## config.mk

```make
export PLATFORM = sky130hd
export DESIGN_NAME = spi_mem_bridge
export DESIGN_NICKNAME = d
export VERILOG_FILES = /design/src/rtl/spi_mem_bridge.sv
export SDC_FILE = /design/constraint.sdc
export NUM_CORES = 1
export LEC_CHECK = 0
export ABC_AREA = 1
export BUFFER_PORTS_ARGS = -buffer_cell sky130_fd_sc_hd__buf_2
export CAP_MARGIN = 20
export CORE_ASPECT_RATIO = 1.2
export CORE_MARGIN = 2
export CORE_UTILIZATION = 55
export CTS_CLUSTER_DIAMETER = 80
export CTS_CLUSTER_SIZE = 14
export DETAILED_ROUTE_END_ITERATION = 8
export PLACE_DENSITY = 0.86
export SETUP_SLACK_MARGIN = 0.3
export SLEW_MARGIN = 15
export SYNTH_ARGS = -nofsm -noshare
export SYNTH_HDL_FRONTEND = slang
export SYNTH_SLANG_ARGS = --single-unit
```

## constraint.sdc

```tcl
create_clock -name clk_core_i -period 11.4 [get_ports clk_core_i]
set_input_delay 0.57 -clock clk_core_i [delete_from_list [all_inputs] [get_ports clk_core_i]]
set_output_delay 0.57 -clock clk_core_i [all_outputs]
set_load 0.05 [all_outputs]
```

## src/rtl/spi_mem_bridge.sv

```systemverilog
// spi_mem_bridge: arbitrates the CPU instruction-fetch and data ports onto a
// single SPI RAM master, one SPI transaction per request, with an optional
// one-entry fetch buffer that answers repeated fetches of the same word.
module spi_mem_bridge #(
  parameter int FETCH_BUF_EN = 1
) (
  input  logic        clk_core_i,
  input  logic        rst_n_i,
  input  logic        if_req_i,
  input  logic [15:0] if_addr_i,
  output logic [15:0] if_data_o,
  output logic        if_ready_o,
  input  logic        d_req_i,
  input  logic        d_we_i,
  input  logic [15:0] d_addr_i,
  input  logic [7:0]  d_wdata_i,
  output logic [7:0]  d_rdata_o,
  output logic        d_ready_o,
  input  logic        fb_flush_i,
  output logic        busy_o,
  output logic        spi_start_o,
  output logic [15:0] spi_addr_o,
  output logic [7:0]  spi_wdata_o,
  output logic        spi_rnw_o,
  output logic [1:0]  spi_nbytes_o,
  input  logic [7:0]  spi_rdata1_i,
  input  logic [7:0]  spi_rdata2_i,
  input  logic        spi_done_i,
  input  logic        spi_busy_i
);

  typedef enum logic [2:0] {
    S_IDLE,
    S_ISSUE,
    S_WAIT,
    S_RESP,
    S_HIT
  } state_t;

  state_t      state;
  logic        lat_fetch;   // latched winner: 1 = fetch, 0 = data access
  logic        fb_valid;
  logic [15:0] fb_tag;
  logic [15:0] fb_word;
  logic [15:0] fb_tag_inc;
  logic        fb_hit;
  logic        fb_fill;
  logic        fb_store_hit;

  // A fetch covers tag and tag+1, so a store to either byte stales the word.
  assign fb_tag_inc   = fb_tag + 16'd1;
  assign fb_hit       = (FETCH_BUF_EN != 0) && fb_valid && if_req_i && !d_req_i &&
                        (fb_tag == if_addr_i);
  assign fb_fill      = (FETCH_BUF_EN != 0) && (state == S_WAIT) && spi_done_i && lat_fetch;
  assign fb_store_hit = (state == S_ISSUE) && !lat_fetch && !spi_rnw_o &&
                        ((spi_addr_o == fb_tag) || (spi_addr_o == fb_tag_inc));

  // Main sequencer: arbitration, SPI issue/wait, and registered responses.
  always_ff @(posedge clk_core_i or negedge rst_n_i) begin
    if (!rst_n_i) begin
      state        <= S_IDLE;
      lat_fetch    <= 1'b0;
      busy_o       <= 1'b0;
      spi_start_o  <= 1'b0;
      spi_addr_o   <= 16'h0000;
      spi_wdata_o  <= 8'h00;
      spi_rnw_o    <= 1'b1;
      spi_nbytes_o <= 2'b01;
      if_data_o    <= 16'h0000;
      if_ready_o   <= 1'b0;
      d_rdata_o    <= 8'h00;
      d_ready_o    <= 1'b0;
    end else begin
      case (state)
        S_IDLE: begin
          if (d_req_i) begin
            state        <= S_ISSUE;
            busy_o       <= 1'b1;
            lat_fetch    <= 1'b0;
            spi_addr_o   <= d_addr_i;
            spi_wdata_o  <= d_wdata_i;
            spi_rnw_o    <= !d_we_i;
            spi_nbytes_o <= 2'b01;
            spi_start_o  <= !spi_busy_i;
          end else if (fb_hit) begin
            state      <= S_HIT;
            busy_o     <= 1'b1;
            if_data_o  <= fb_word;
            if_ready_o <= 1'b1;
          end else if (if_req_i) begin
            state        <= S_ISSUE;
            busy_o       <= 1'b1;
            lat_fetch    <= 1'b1;
            spi_addr_o   <= if_addr_i;
            spi_rnw_o    <= 1'b1;
            spi_nbytes_o <= 2'b10;
            spi_start_o  <= !spi_busy_i;
          end
        end
        S_ISSUE: begin
          // Start is raised only once the master reports idle; after the
          // single-cycle pulse the transaction is in flight.
          if (spi_start_o) begin
            state       <= S_WAIT;
            spi_start_o <= 1'b0;
          end else if (!spi_busy_i) begin
            spi_start_o <= 1'b1;
          end
        end
        S_WAIT: begin
          if (spi_done_i) begin
            state <= S_RESP;
            if (lat_fetch) begin
              if_data_o  <= {spi_rdata1_i, spi_rdata2_i};
              if_ready_o <= 1'b1;
            end else begin
              d_ready_o <= 1'b1;
              if (spi_rnw_o) begin
                d_rdata_o <= spi_rdata1_i;
              end
            end
          end
        end
        S_RESP, S_HIT: begin
          state      <= S_IDLE;
          busy_o     <= 1'b0;
          if_ready_o <= 1'b0;
          d_ready_o  <= 1'b0;
        end
        default: begin
          state  <= S_IDLE;
          busy_o <= 1'b0;
        end
      endcase
    end
  end

  // Fetch buffer valid bit: flush wins over a same-cycle fill.
  always_ff @(posedge clk_core_i or negedge rst_n_i) begin
    if (!rst_n_i) begin
      fb_valid <= 1'b0;
    end else if (fb_flush_i) begin
      fb_valid <= 1'b0;
    end else if (fb_fill) begin
      fb_valid <= 1'b1;
    end else if (fb_store_hit) begin
      fb_valid <= 1'b0;
    end
  end

  // Fetch buffer tag and word; qualified by fb_valid so no reset is needed.
  always_ff @(posedge clk_core_i) begin
    if (fb_fill) begin
      fb_tag  <= spi_addr_o;
      fb_word <= {spi_rdata1_i, spi_rdata2_i};
    end
  end

endmodule

```

# Word level (Yosys, flattened, before mapping)
# Cells that the tools add are included.
dict set report word_totals {
  regBits 92
  inputBits 64
  output_inout_bits 55
}
dict set report op_classes {
  n_addsub 1
  eq_ne 17
  muxes 41
  n_bitwise 2
  n_reduce_logical 32
}
# cell n
set op_table {}
lappend op_table {{$mux W16} 7}
lappend op_table {{$eq A16 B16 Y1} 3}
lappend op_table {{$pmux W16 S2} 1}
lappend op_table {{$mux W1} 20}
lappend op_table {{$add A16 B1 Y16 const B} 1}
lappend op_table {{$mux W3} 5}
lappend op_table {{$ne A2 B2 Y1 const B} 7}
lappend op_table {{$reduce_and A3 Y1} 4}
lappend op_table {{$reduce_and A5 Y1} 2}
lappend op_table {{$pmux W3 S3} 1}
lappend op_table {{$logic_and A1 B1 Y1} 8}
lappend op_table {{$reduce_bool A2 Y1} 4}
lappend op_table {{$eq A3 B2 Y1 const B} 2}
lappend op_table {{$mux W2} 3}
lappend op_table {{$ne A3 B3 Y1 const B} 2}
lappend op_table {{$pmux W1 S2} 3}
lappend op_table {{$reduce_bool A3 Y1} 2}
lappend op_table {{$logic_not A1 Y1} 5}
lappend op_table {{$ne A4 B4 Y1 const B} 1}
lappend op_table {{$reduce_and A2 Y1} 2}
lappend op_table {{$reduce_and A4 Y1} 1}
lappend op_table {{$reduce_or A2 Y1} 2}
lappend op_table {{$eq A3 B1 Y1 const B} 1}
lappend op_table {{$eq A3 B3 Y1 const B} 1}
lappend op_table {{other kinds (4)} 5}

# Longest topological paths before layout
# Gate-level depths: netlist of the first run.
dict set report depth {
  ltp_word 7
  mapped_depth 14
  ltp_nobuf 14
}

# Worst setup path before layout of the first run
# No wires, ideal clock.
dict set report synth_path {
  kind {reg-to-reg}
  from {register state[2]}
  to {register fb_valid}
  setup_ps 120
  arrival_time_ps 3565
  required_ps 11280
  slack_ps 7715
  path_stages_with_launch 8
  path_buffers 0
  period_less_slack_ps 3685
  cell_sequence {dfrtp_1 -> nor2_1 -> nand2_1 -> nor3_1 -> or2_2 -> clkinv_1 -> nand3_1 -> nand2_1}
}
dict set report synth_between {
  elab_chain_len 5
  word_cells_on_any_way 10
}
# element line
set synth_lines {}
lappend synth_lines {{start: declaration} 40} ;# state_t state;
lappend synth_lines {{start signal: assignment} 61} ;# state <= S_IDLE;
lappend synth_lines {{start signal: assignment} 77} ;# state <= S_ISSUE;
lappend synth_lines {{start signal: assignment} 86} ;# state <= S_HIT;
lappend synth_lines {{$eq A3 B2 Y1 (*)} 54} ;# assign fb_fill = (FETCH_BUF_EN != 0) && (state == S_WAIT) && spi_done_i && lat_fetch;
lappend synth_lines {{$logic_and A1 B1 Y1 (*) (2 in a row)} 54}
lappend synth_lines {{net fb_fill} 47} ;# logic fb_fill;
lappend synth_lines {{$mux W1} 144} ;# end else if (fb_fill) begin
lappend synth_lines {{$mux W1} 142} ;# end else if (fb_flush_i) begin
lappend synth_lines {{end signal: assignment} 141} ;# fb_valid <= 1'b0;
lappend synth_lines {{end signal: assignment} 143} ;# fb_valid <= 1'b0;
lappend synth_lines {{end signal: assignment} 145} ;# fb_valid <= 1'b1;
lappend synth_lines {{end: declaration} 42} ;# logic fb_valid;
# The timed path passes the listed nets; every way through them passes the cells marked *.
# A chain may end at the register's enable or synchronous reset.

# Worst setup path in the final report of the first run
# Same ends and word-level chain as after synthesis.

==> reports/metrics.yaml, run 1 <==
place:
  place_ws_ns: 8.41
  gp_congestion: 0.909
  dp_hpwl_um: 8280
  placed_area_um2: 5360
  portBuffers: 118
routing:
  vias: 3742
  routed_wl_um: 11000
  first_iter_violations: 225
  firstDrtPassIters: 6
  route.detailed.drc: 0
  vias_per_cell: 5.18
  antenna_left: 0
  wl_per_cell_um: 15.2
synthesis:
  ys_seq_elements: 91
  synthesis.area_per_instance_um2: 9.72
  yosysUniqueCellTypes: 40
  synth_fa_ha_area_share_pct: 0.266
  synth_compound_area_share_pct: 7.74
  synthSimpleGateAreaFrac_pct: 19.9
  syn_inst: 484
  synth_seq_area_share_pct: 51.8
  netlist_area_um2: 4710
  synth_xor_area_share_pct: 3.54
  synth_top_family_by_area: "simple AND/OR/NAND/NOR gates"
  postSynthNetCount: 549
  yosysWarnings: 0
  synthMuxAreaShare_pct: 9.78
worst_setup_path:
  critPathBufInv: 3
  cp.arrival_ns: 3.27
  crit_type: "reg -> reg"
  crit_path_top_delay_cell: "nor3_2"
  crit_family: "simple AND/OR/NAND/NOR gates"
  required_ns: 11.67
  critPathCaptureType: "flop"
  worstPathMaxFanout: 21
  slowest_delay_ns: 0.77
  critPathLaunchType: "flop"
  path_cells: "nor2_1 > nand2_1 > nor3_2 > buf_6 > buf_4 > or2_2 > clkinv_1 > nand3_1 > nand2_1"
  cpMostUsedCell: "nand2_1"
clock_tree:
  cts_resized: 0
  ctsHoldBuffers: 0
  clk_pin_slew_ns: 0.09
  h-tree-depth: 3
  ctsRootBufferMaster: "clkbuf_8"
  post-cts-setup-buffers: 0
  tritoncts: "done"
  clk_latency_ns: 0.37
  cts.sink_count: 91
  cts_buffers: 9
  clockBufferDepth: 2
final_layout:
  syn_to_final_growth_pct: 18.1
  drive_gt1_share_pct: 31.7
  multi_input_area_um2: 1950
  fill_cells: 662
  diodes: 0
  stdcell_area_um2: 5560
  regArea_um2: 2440
  fin_nets: 669
die:
  die_height_um: 105
  num_rows: 36
  die_area_um2: 9310
  start_util_pct: 57.4
  dieWidth_um: 88.4
  core_area_um2: 8200
  ioPinCount: 119
job:
  maxCapViolCount: 0
timing:
  period_minus_slack_ns: 3.01
  setup_tns_ns: 0
  layout_setup_ws_ns: 8.39
  finalClockSkew_ns: 0.00517
  hold_viol_final: 0
  relSlewSlack_pct: 33.0
  max_freq_ghz: 0.333
  worstMarginPinSlew_ns: 1.00
  min_period_over_period_pct: 26.4
  drv_slew: 0
  rsz0062_at_grt: "no"
  setup_viol: 0
  whs_ns: 0.359
pwr:
  p_leak_nw: 2.78
  totalPowerFinal_mw: 1.64
  peakVddDrop_mv: 0.205
  powerDensity_nw_per_um2: 295
global_route:
  grt_pass1_vias: 3694
  grt_use_total_pct: 24.8
  grt_overflow: 0
  grt_max_degree: 60
  grt_pass1_wl_um: 17600
  antenna_found_initial: 0
min_path:
  hp-class: "in -> async"
run_status:
  status: "completed"
-- path summary, 6_finish.rpt --
path                                             startpoint                          end  slack (ns)  depth (start not counted)
max in group asynchronous                           rst_n_i     if_data_o[3]$_DFFE_PN0P_       10.54                          2
worst max-delay path                   state[2]$_DFFE_PN0P_         fb_valid$_DFFE_PN0P_        8.39                          9
worst max register to register         state[2]$_DFFE_PN0P_         fb_valid$_DFFE_PN0P_        8.39                          9
min in group clk_core_i                     spi_rdata2_i[1]         fb_word[1]$_DFFE_PP_        0.40                          1
worst min-delay path                                rst_n_i   spi_wdata_o[3]$_DFFE_PN0P_        0.36                          2
worst min register to register  spi_nbytes_o[0]$_DFFE_PN1P_  spi_nbytes_o[0]$_DFFE_PN1P_        0.48                          2
-- synthesized netlist by cell type (all sizes together) --
cell	instances	area, µm²
xor2	8	70.1
nor2	29	139
clkbuf	2	7.51
o21a	1	7.51
buf	10	98.8
clkinv	3	11.3
dfstp	2	52.6
a31oi	1	6.26
nor3	6	35.0
mux2	16	180
xnor2	11	96.3
dfrtp	57	1430
o22ai	2	12.5
or2	2	12.5
a21oi	4	20.0
edfxtp	32	961
nand2	135	549
nand4	7	43.8
ha	1	12.5
nand3b	1	7.51
nand3	23	138
mux2i	28	280
nor4	2	12.5
inv	54	208
o21ai	47	318
-- cell families (layout without fill, tap and decap cells) --
| family | after synthesis | in the layout |
|---|---|---|
| AO/OA/AOI/OAI | 55 | 55 |
| AND/OR/NAND/NOR | 205 | 205 |
| XOR/XNOR | 19 | 19 |
| adder cells (fa/ha/maj) | 1 | 1 |
| buffers and inverters | 69 | 194 |
| flip-flops | 91 | 91 |
| multiplexers | 44 | 44 |
-- flip-flops by register name, summed over array words and instances, names as in the netlist --
| signal | flops |
|---|---|
| busy_o | 1 |
| d_rdata_o | 8 |
| d_ready_o | 1 |
| fb_tag | 16 |
| fb_valid | 1 |
| fb_word | 16 |
| if_data_o | 16 |
| if_ready_o | 1 |
| lat_fetch | 1 |
| spi_addr_o | 16 |
| spi_nbytes_o | 1 |
| spi_rnw_o | 1 |
| spi_start_o | 1 |
| spi_wdata_o | 8 |
| state | 3 |
-- cell usage in the layout, fill, tap and decap left out, types with 2 or more instances in the layout --
cell type,synthesis,final
mux2i_1,28,28
nand3_1,20,20
inv_2,5,5
clkinvlp_4,0,2
inv_1,48,48
nand3_2,2,2
o21ai_1,16,16
nor3_1,5,4
nor2_4,3,3
buf_4,3,2
mux2_1,16,16
nor4_1,2,2
o22ai_1,2,2
o21ai_0,9,9
xnor2_1,11,11
buf_2,1,118
dfstp_2,2,2
edfxtp_1,32,32
nor2_1,23,23
clkbuf_8,0,9
clkinv_1,3,3
nand4_1,7,7
a21oi_1,4,4
nand2_1,120,120
nand2_2,14,14
xor2_1,8,8
nor2_2,3,3
nor3_2,1,2
clkinv_4,0,2
o21ai_2,22,22
dfrtp_1,57,57
-- power by group --
| part | switching [mW] | leakage [nW] | internal (mW) |
|---|---|---|---|
| combinational | 0.634 | 1.67 | 0.227 |
| sequential | 0.0939 | 1.02 | 0.465 |
| clock | 0.120 | 0.0925 | 0.102 |
| total | 0.848 | 2.78 | 0.794 |
-- per-layer routing --
metal | global-route usage, % | vias up | wire length, µm
met4 | 11.3 | 0 | 252
met5 | 0 | - | 0
met3 | 3.68 | 23 | 551
li1 | - | 1831 | -
met2 | 41.5 | 109 | 5770
met1 | 31.2 | 1779 | 4400
-- cell type report --
| cell class | count | share of cell area [%] |
|---|---|---|
| Clock buffer | 10 | 2.30 |
| Multi-Input combinational cell | 324 | 35.0 |
| Tap cell | 114 | 2.57 |
| Sequential cell | 91 | 43.9 |
| Clock inverter | 6 | 1.22 |
| Inverter | 57 | 3.94 |
| Timing Repair Buffer | 121 | 11.1 |
-- through the flow --
step / std cells / util (%)
floorplan: 484 / -
global placement: 706 / 65.3
detailed placement: 707 / 65.4
CTS: 723 / 67.8
global route: 723 / 67.8
finish: 723 / 67.8
-- worst register-to-register path: stages (launching register included) --
cell and delay [ns]:
dfrtp_1 0.44, nor2_1 0.23, nand2_1 0.63, nor3_2 0.77, buf_6 0.24, buf_4 0.27, or2_2 0.16, clkinv_1 0.05
nand3_1 0.07, nand2_1 0.05
Power figures use the tool's default switching activity.
==> run 2, diff against run 1 <==
--- a/config.mk
+++ b/config.mk
@@ -10,11 +10,11 @@
 export CAP_MARGIN = 20
 export CORE_ASPECT_RATIO = 1.2
 export CORE_MARGIN = 2
-export CORE_UTILIZATION = 55
+export CORE_UTILIZATION = 48
 export CTS_CLUSTER_DIAMETER = 80
 export CTS_CLUSTER_SIZE = 14
 export DETAILED_ROUTE_END_ITERATION = 8
-export PLACE_DENSITY = 0.86
+export PLACE_DENSITY = 0.8
 export SETUP_SLACK_MARGIN = 0.3
 export SLEW_MARGIN = 15
 export SYNTH_ARGS = -nofsm -noshare
==> constraint.sdc (replaced) <==
create_clock -name clk_core_i -period 2.47 [get_ports clk_core_i]
set_input_delay 0.1235 -clock clk_core_i [delete_from_list [all_inputs] [get_ports clk_core_i]]
set_output_delay 0.1235 -clock clk_core_i [all_outputs]
set_load 0.05 [all_outputs]
==> run 2 against run 1 <==
  * Power grew to 4.9 times the previous value
  * Wire length up 2.3%
  * Die area increased by 14%
  * Critical path type unchanged
  * Maximum frequency is 52% higher
==> reports/metrics.yaml, run 2 (synthesis gave the netlist of run 1 again) <==
worst_setup_path:
  slowest_delay_ns: 0.45  # -0.32 ns
  critPathLaunchType: "flop"
  critPathBufInv: 1  # -2
  cp.arrival_ns: 2.20  # -1.07 ns
  required_ns: 2.69  # -8.98 ns
  crit_path_top_delay_cell: "dfrtp_1"
  crit_type: "reg -> reg"
  crit_family: "simple AND/OR/NAND/NOR gates"
  worstPathMaxFanout: 8  # -62%
  critPathCaptureType: "flop"
  path_cells: "nor2_2 > nand2_1 > inv_2 > nand3_1 > nor2_4 > mux2_1"
min_path:
  hp-class: "in -> reg"
final_layout:
  regArea_um2: 2440  # unchanged
  diodes: 0  # unchanged
  fill_cells: 813  # +23%
  multi_input_area_um2: 1970  # +1.4%
  final_cell_mix: "120 x nand2_1, 118 x buf_2, 57 x dfrtp_1, 48 x inv_1, 32 x edfxtp_1"
  final_common_cell: "nand2_1"
  drive_gt1_share_pct: 31.3  # -0.39 points
  fin_nets: 699  # +4.5%
  syn_to_final_growth_pct: 26.9
timing:
  layout_setup_ws_ns: 0.494  # -7.90 ns
  setup_tns_ns: 0  # unchanged
  finalClockSkew_ns: 0.00451  # -0.000658 ns
  rsz0062_at_grt: "no"
  setup_viol: 0  # unchanged
  max_freq_ghz: 0.506  # +52%
  worstMarginPinSlew_ns: 0.768  # -0.235 ns
  min_period_over_period_pct: 80.0  # +54 points
  hold_viol_final: 0  # unchanged
  relSlewSlack_pct: 48.8  # +16 points
  drv_slew: 0  # unchanged
  period_minus_slack_ns: 1.98  # -1.03 ns
clock_tree:
  cts.sink_count: 91  # unchanged
  clk_latency_ns: 0.34  # -0.03 ns
  clk_pin_slew_ns: 0.07  # -0.02 ns
  clockBufferDepth: 2  # unchanged
  tritoncts: "done"
  ctsRootBufferMaster: "clkbuf_16"
  cts_buffers: 9  # unchanged
  h-tree-depth: 3  # unchanged
place:
  gp_congestion: 0.907  # -0.18%
  portBuffers: 118  # unchanged
  place_ws_ns: 0.259  # -8.15 ns
  dp_hpwl_um: 8090  # -2.3%
die:
  num_rows: 39  # +8.3%
  die_height_um: 112  # +6.8%
  start_util_pct: 49.5  # -7.9 points
  ioPinCount: 119  # unchanged
  core_area_um2: 9520  # +16%
  dieWidth_um: 94.4  # +6.7%
  die_area_um2: 10600  # +14%
pwr:
  powerDensity_nw_per_um2: 1340  # +350%
  p_leak_nw: 2.96  # +6.5%
  peakVddDrop_mv: 1.07  # +420%
run_status:
  status: "completed"
routing:
  wl_per_cell_um: 14.7  # -2.9%
  route.detailed.drc: 0  # unchanged
  firstDrtPassIters: 4  # -2
  vias_per_cell: 5.03  # -2.8%
  first_iter_violations: 179  # -20%
  vias: 3833  # +2.4%
  routed_wl_um: 11200  # +2.3%
  antenna_left: 0  # unchanged
global_route:
  grt_max_degree: 60  # unchanged
  grt_overflow: 0  # unchanged
  grt_pass1_vias: 3856  # +4.4%
  antenna_found_initial: 0  # unchanged
  grt_use_total_pct: 22.3  # -2.4 points
  grt_pass1_wl_um: 18500  # +4.7%
job:
  maxCapViolCount: 0  # unchanged
## run 2: changes by cell type in the layout (fill, tap and decap cells not counted), sizes merged
cell / change
buf: +5
bufinv: -1
clkbuf: -1
clkinv: -1
clkinvlp: -1
dlygate4sd3: +24
inv: +4
nand3: +1
## run 2: worst paths after layout
kind / start / depth (start not counted) / slack (ns) / endpoint
worst max-delay path: state[2]$_DFFE_PN0P_ / 6 / 0.49 / d_rdata_o[6]$_DFFE_PN0P_
worst min register to register: spi_nbytes_o[0]$_DFFE_PN1P_ / 2 / 0.46 / spi_nbytes_o[0]$_DFFE_PN1P_
min in group asynchronous: rst_n_i / 3 / 0.48 / spi_wdata_o[1]$_DFFE_PN0P_
worst min-delay path: d_wdata_i[3] / 2 / 0.02 / spi_wdata_o[3]$_DFFE_PN0P_
max in group asynchronous: rst_n_i / 3 / 1.50 / spi_addr_o[5]$_DFFE_PN0P_
worst max register to register: state[2]$_DFFE_PN0P_ / 6 / 0.49 / d_rdata_o[6]$_DFFE_PN0P_
## run 2: layout make-up
cell class	count	area share [%]
inverters	57	3.67
clock buffers	9	3.77
repair buffers	150	15.1
well taps	123	2.58
multi-input cells	325	33.0
clock inverters	7	0.964
flip-flops and latches	91	40.9
## run 2: worst reg2reg max path, stage by stage (launching register included)
cell	delay, ns
dfrtp_1	0.45
nor2_2	0.28
nand2_1	0.24
inv_2	0.10
nand3_1	0.14
nor2_4	0.28
mux2_1	0.38
## run 2: timing repair
item                                    CTS  global route
endpoints found under the hold margin    80             0
endpoints found under the setup margin   16            28
hold buffers                             24             0
buffers inserted                          0             4
gates cloned                              1             0
pin swaps                                 0             1
resized for setup                         1             2
## run 2: report_power, final
group | total (mW) | switching [mW] | internal (mW) | leakage, nW
sequential | 2.57 | 0.421 | 2.15 | 1.02
clock | 1.32 | 0.615 | 0.700 | 0.137
combinational | 4.12 | 2.96 | 1.16 | 1.81
## run 2: routing by layer
| metal | vias up | GRT usage (%) | wire length (µm) |
|---|---|---|---|
| li1 | 1892 | - | - |
| met1 | 1830 | 26.7 | 4540 |
| met2 | 94 | 39.6 | 5880 |
| met3 | 17 | 5.57 | 607 |
| met4 | 0 | 6.28 | 189 |
| met5 | - | 0 | 0 |
## run 2: stage by stage
step,instance area (µm²),utilization (%),std cells,power (mW),hold WS (ns)
2_1_floorplan,4720,-,484,5.75,-0.172
3_3_place_gp,5390,56.6,717,6.46,0.321
3_5_place_dp,5390,56.6,717,6.57,0.323
4_1_cts,5930,62.3,758,7.98,0.0148
5_1_grt,5970,62.7,762,8.49,0.0187
6_report,5970,62.7,762,8.01,0.0158
